File: config.mk
export PLATFORM = sky130hd
export DESIGN_NAME = note_sequencer_flat
export DESIGN_NICKNAME = d
export VERILOG_FILES = /design/src/rtl/note_sequencer_pkg.sv /design/src/rtl/note_sequencer_if.sv /design/src/rtl/note_sequencer_dur_timer.sv /design/src/rtl/note_sequencer.sv /design/src/flat_wrapper.sv
export SDC_FILE = /design/constraint.sdc
export NUM_CORES = 1
export LEC_CHECK = 0
export ABC_AREA = 1
export CAP_MARGIN = 30
export CELL_PAD_IN_SITES_DETAIL_PLACEMENT = 2
export CELL_PAD_IN_SITES_GLOBAL_PLACEMENT = 2
export CORE_MARGIN = 2
export CORE_UTILIZATION = 35
export CTS_CLUSTER_DIAMETER = 100
export CTS_CLUSTER_SIZE = 24
export DETAILED_ROUTE_END_ITERATION = 8
export PLACE_DENSITY_LB_ADDON = 0.1
export SLEW_MARGIN = 40
export SYNTH_ARGS = -nofsm -noshare
export SYNTH_HDL_FRONTEND = slang
export SYNTH_SLANG_ARGS = --single-unit
File: constraint.sdc
create_clock -name clk -period 6 [get_ports clk]
set_clock_uncertainty 0.2 [all_clocks]
set_input_delay 1.5 -clock clk [delete_from_list [all_inputs] [get_ports clk]]
set_output_delay 1.5 -clock clk [all_outputs]
set_load 0.03 [all_outputs]
File: src/rtl/note_sequencer_pkg.sv
// notes_pkg: ROM word field positions, end marker and sequencer state encoding.
package notes_pkg;
  localparam int DUR_MSB = 19;
  localparam int DUR_LSB = 16;
  localparam int DIV_MSB = 15;
  localparam logic [3:0] END_CODE = 4'h0;
  localparam logic [2:0] S_IDLE  = 3'd0;
  localparam logic [2:0] S_FETCH = 3'd1;
  localparam logic [2:0] S_LOAD  = 3'd2;
  localparam logic [2:0] S_PLAY  = 3'd3;
  localparam logic [2:0] S_GAP   = 3'd4;
endpackage

File: src/rtl/note_sequencer_if.sv
// note_sequencer_if: control, ROM and note-generator signals of the note sequencer.
interface note_sequencer_if #(parameter int AW = 6);
  logic          start;
  logic          stop;
  logic          loop;
  logic [AW-1:0] rom_addr;
  logic [19:0]   rom_data;
  logic [15:0]   note;
  logic          playing;
  logic          done;
  modport master (input start, stop, loop, rom_data, output rom_addr, note, playing, done);
  modport slave  (output start, stop, loop, rom_data, input rom_addr, note, playing, done);
endinterface

File: src/rtl/note_sequencer_dur_timer.sv
// dur_timer: loadable down-counter that stops at zero and flags it.
module dur_timer #(parameter int W = 8) (
  input  logic         clk,
  input  logic         rstn,
  input  logic         load,
  input  logic         en,
  input  logic [W-1:0] value,
  output logic         zero
);
  logic [W-1:0] cnt;
  always_ff @(posedge clk or negedge rstn)
    if (!rstn) cnt <= '0;
    else if (load) cnt <= value;
    else if (en && !zero) cnt <= cnt - W'(1);
  assign zero = cnt == '0;
endmodule

File: src/rtl/note_sequencer.sv
// note_sequencer: walks the note ROM, drives the note divisor with an articulation gap per entry.
module note_sequencer
  import notes_pkg::*;
#(
  parameter int AW   = 6,
  parameter int TICK = 1200000,
  parameter int GAP  = 12000
) (
  input logic               clk,
  input logic               rstn,
  note_sequencer_if.master  bus
);
  localparam int TW = $clog2(15 * TICK);
  localparam logic [TW-1:0] GAP_LD = TW'(GAP > 0 ? GAP - 1 : 0);
  logic [2:0]    state;
  logic [3:0]    code;
  logic          t_load, t_en, t_zero, adv, last;
  logic [TW-1:0] t_val;
  always_comb begin
    code   = bus.rom_data[DUR_MSB:DUR_LSB];
    last   = &bus.rom_addr;
    t_en   = state == S_PLAY || state == S_GAP;
    adv    = t_zero && (state == S_GAP || (state == S_PLAY && GAP == 0));
    t_load = (state == S_LOAD && code != END_CODE) || (state == S_PLAY && t_zero && GAP != 0);
    t_val  = state == S_LOAD ? TW'(code) * TW'(TICK) - TW'(GAP) - TW'(1) : GAP_LD;
  end
  dur_timer #(.W(TW)) u_timer (
    .clk  (clk),
    .rstn (rstn),
    .load (t_load),
    .en   (t_en),
    .value(t_val),
    .zero (t_zero)
  );
  // stop wins over every transition, including a same-cycle end of song
  always_ff @(posedge clk or negedge rstn)
    if (!rstn) begin
      state        <= S_IDLE;
      bus.rom_addr <= '0;
      bus.note     <= '0;
      bus.playing  <= 1'b0;
      bus.done     <= 1'b0;
    end else begin
      bus.done <= 1'b0;
      if (state != S_IDLE && bus.stop) begin
        state       <= S_IDLE;
        bus.note    <= '0;
        bus.playing <= 1'b0;
      end else begin
        case (state)
          S_IDLE: begin
            bus.note <= '0;
            if (bus.start && !bus.stop) begin
              bus.rom_addr <= '0;
              bus.playing  <= 1'b1;
              state        <= S_FETCH;
            end
          end
          S_FETCH: state <= S_LOAD;
          S_LOAD:
            if (code == END_CODE) begin
              if (bus.loop) begin
                bus.rom_addr <= '0;
                state        <= S_FETCH;
              end else begin
                bus.done    <= 1'b1;
                bus.playing <= 1'b0;
                state       <= S_IDLE;
              end
            end else begin
              bus.note <= bus.rom_data[DIV_MSB:0];
              state    <= S_PLAY;
            end
          S_PLAY:
            if (t_zero) begin
              bus.note <= '0;
              state    <= S_GAP;
            end
          S_GAP: ;
          default: state <= S_IDLE;
        endcase
        if (adv) begin
          bus.rom_addr <= bus.rom_addr + 1'b1;
          if (last && !bus.loop) begin
            bus.done    <= 1'b1;
            bus.playing <= 1'b0;
            state       <= S_IDLE;
          end else state <= S_FETCH;
        end
      end
    end
endmodule
File: src/flat_wrapper.sv
// flat-port wrapper written by rule: the top's interface ports become plain ports
module note_sequencer_flat import notes_pkg::*;
#(
  parameter int AW   = 6,
  parameter int TICK = 1200000,
  parameter int GAP  = 12000
)
  (clk, rstn, bus_start, bus_stop, bus_loop, bus_rom_data, bus_rom_addr, bus_note, bus_playing, bus_done);
  note_sequencer_if #(.AW(AW)) bus_i ();
  input logic clk;
  input logic rstn;
  input wire logic [$bits(bus_i.start)-1:0] bus_start;
  input wire logic [$bits(bus_i.stop)-1:0] bus_stop;
  input wire logic [$bits(bus_i.loop)-1:0] bus_loop;
  input wire logic [$bits(bus_i.rom_data)-1:0] bus_rom_data;
  output wire logic [$bits(bus_i.rom_addr)-1:0] bus_rom_addr;
  output wire logic [$bits(bus_i.note)-1:0] bus_note;
  output wire logic [$bits(bus_i.playing)-1:0] bus_playing;
  output wire logic [$bits(bus_i.done)-1:0] bus_done;
  assign bus_i.start = bus_start;
  assign bus_i.stop = bus_stop;
  assign bus_i.loop = bus_loop;
  assign bus_i.rom_data = bus_rom_data;
  assign bus_rom_addr = bus_i.rom_addr;
  assign bus_note = bus_i.note;
  assign bus_playing = bus_i.playing;
  assign bus_done = bus_i.done;
  note_sequencer #(.AW(AW), .TICK(TICK), .GAP(GAP)) u_core (.clk(clk), .rstn(rstn), .bus(bus_i));
endmodule
==> results.json <==
{
  "cellPowerDensity_nw_per_um2": 387,
  "core_um2": 11900,
  "io_pins": 49,
  "layout.nets": 676,
  "hold_class": "reg -> reg",
  "path_cells": "clkdlybuf4s50_1, fa_1, inv_1, fa_1, inv_1, fa_1, nand2_1, inv_1, nor2_1, nand2_1, nand3_1, nand2_1, nand3_1, nor2_1, nand2_1, nor2_1, o21ai_0, a22oi_1",
  "r2r.worst_path.cells": 10,
  "grt_pass1_vias": 4518,
  "syn_area_um2": 4230,
  "gr-total-overflow": 0,
  "dr.first_iter.drc_count": 79,
  "syn-num-nets": 629,
  "holdWs_ns": 0.287,
  "grt_usage_pct": 21.3,
  "status": "complete, no violations",
  "cp_top_family": "adder cells",
  "ys_ff_latch": 52,
  "worstSetupEndpointType": "flip-flop",
  "synthTopCellsByArea": "dfrtp_1 31%, nand2_1 12%, inv_1 6.9%",
  "postRouteAntennaNets": 0,
  "hold_path_depth": 1,
  "final-setup-viol-count": 0,
  "worst_slew_margin_rel_pct": 51.6,
  "cts_hold_buf": 0,
  "port_buffers": 48,
  "critPathBufInv": 4,
  "vias": 4023,
  "gp_congestion": 0.781,
  "wl_per_cell_um": 16.8,
  "cts_buffer_depth": 2,
  "fill_cells": 1394,
  "num_antenna_cells": 0,
  "cts_resized": 0,
  "final_area_um2": 4980,
  "start_util_pct": 35.5,
  "cp_common_cell": "nand2_1",
  "cp_data_arrival_time_ns": 5.20,
  "synth_cell_types": 44,
  "cts_num_sinks": 52,
  "fp.dieH_um": 114,
  "cp_max_fo": 7,
  "p_leak_nw": 2.31,
  "cts_buffers": 5,
  "syn_to_final_growth_pct": 17.6,
  "period_share_pct": 87.1,
  "insertion_delay_ns": 0.31,
  "core.rowCount": 40,
  "cap_viol_max_count": 0,
  "ir_worst_vdd_v": 0.000131,
  "fin_util_pct": 41.8,
  "grt_antenna_before_repair": 0,
  "synth_warnings": 0,
  "multi_input_area_um2": 2500,
  "finalHoldViolCount": 0,
  "post-place-cells": 764,
  "rsz0062_at_grt": "no",
  "dieArea_um2": 13000,
  "place_area_um2": 4830,
  "yosys.area.top_type": "dfrtp_1",
  "cpPeakStageDelay_ns": 0.67,
  "drive_gt1_share_pct": 12.3,
  "place_ws_ns": 0.401,
  "dr.pass1.iters": 4,
  "post_cts_buffers": 0,
  "cp_slowest_cell": "fa_1",
  "worstSetupPathType": "in -> reg",
  "slew_violations": 0,
  "cts_root_buffer": "clkbuf_16",
  "final_cells": 772,
  "total_power_mw": 1.92,
  "grt_max_degree": 53,
  "fin_setup_tns_ns": 0,
  "finalWirelength_um": 13000,
  "yosysSeqAreaShare_pct": 30.7,
  "period_minus_slack_ns": 5.22,
  "cp.required_ns": 5.97,
  "cts_tree": "built",
  "hpwlAfterDp_um": 10300,
  "synth_area_per_cell_um2": 7.34,
  "ff_latch_area_um2": 1300,
  "fmax_mhz": 191,
  "start_kind": "primary input",
  "yosysTopAreaCellShare_pct": 30.7,
  "finalWorstSetupSlack_ns": 0.775,
  "vias_per_cell": 5.21,
  "tightest_slew_ns": 0.726,
  "drc": 0,
  "syn_inst": 577,
  "grt_pass1_wl_um": 22100,
  "cts.clk_slew.worst_paths_ns": 0.07,
  "h-tree-depth": 2,
  "die_x_um": 114,
  "cp.depth": 18
}
[where the power goes]
group          switching (mW)  internal, mW
clock network           0.151         0.157
logic                   0.717         0.347
registers              0.0989         0.455
[registers in the layout, indices dropped and copies added (netlist names)]
| register | count |
|---|---|
| u_core.bus.note | 16 |
| u_core.bus.done | 1 |
| u_core.u_timer.cnt | 25 |
| u_core.state | 3 |
| u_core.bus.playing | 1 |
| u_core.bus.rom_addr | 6 |
[metal layers]
metal / share of wire (%) / vias to the layer above / GRT usage, % / wire, um
li1: - / 1980 / - / -
met1: 45 / 1997 / 26.4 / 5830
met2: 51 / 36 / 38.8 / 6660
met3: 2.5 / 10 / 3.29 / 326
met4: 1.1 / 0 / 4.80 / 149
met5: 0 / - / 0 / 0
[layout make-up]
type / count / share of cell area, %
multi-input cells: 425 / 50.2
repair buffers: 52 / 10.3
well taps: 147 / 3.69
clock buffers: 5 / 2.51
flip-flops and latches: 52 / 26.1
clock inverters: 3 / 0.452
inverters: 88 / 6.71
[path summary, 6_finish.rpt]
kind	to	slack, ns	from
max	u_core.u_timer.cnt[20]	0.78	bus_rom_data[17]
min	u_core.u_timer.cnt[5]	0.29	u_core.u_timer.cnt[5]
max reg2reg	u_core.u_timer.cnt[10]	3.27	u_core.u_timer.cnt[0]
min reg2reg	u_core.u_timer.cnt[5]	0.29	u_core.u_timer.cnt[5]
max in group asynchronous	u_core.bus.note[1]	3.99	rstn
min in group asynchronous	u_core.u_timer.cnt[14]	1.12	rstn
[synth_stat cells, drive strengths merged]
cell and number:
nand2 144, inv 87, o21ai 63, nor2 59, dfrtp 52, nand3 39
a21oi 27, ha 21, buf 11, nor3 10, nand4 9, xor2 9
a22oi 6, fa 6, o31ai 6, a31oi 5, nor4 4, or2 4
o211ai 3, xnor2 3, nand3b 2, o221ai 2, a31o 1, clkbuf 1
clkinv 1, o21a 1, o41ai 1
[layout by cell type (no fill, tap or decap), drive strengths merged]
cell type	count
xnor2	3
a31o	1
dfrtp	52
o211ai	3
nand4	9
nand2	144
clkinv	3
o221ai	2
clkdlybuf4s50	47
a21oi	27
or2	4
buf	5
nor4	4
o21a	1
o31ai	6
a31oi	5
xor2	9
o41ai	1
o21ai	63
clkbuf	5
nor2	59
nor3	10
ha	21
nand3b	2
nand3	39
fa	6
a22oi	6
inv	88
[worst register-to-register path: stages (launching register included)]
cell and delay, ns:
dfrtp_1 0.40, inv_1 0.09, ha_1 0.23, nand2_1 0.09, nor2_1 0.25, nand4_4 0.20
o21ai_4 0.44, nor2_4 0.16, inv_4 0.23, a21oi_1 0.11, a31o_2 0.22
[logic make-up after synthesis]
family	share of synthesized area, %
AO/OA/AOI/OAI	18.2
flip-flops	30.7
XOR/XNOR	2.48
buffers and inverters	10.3
AND/OR/NAND/NOR	29.2
adder cells (fa/ha/maj)	9.05
Power figures use the tool's default switching activity.
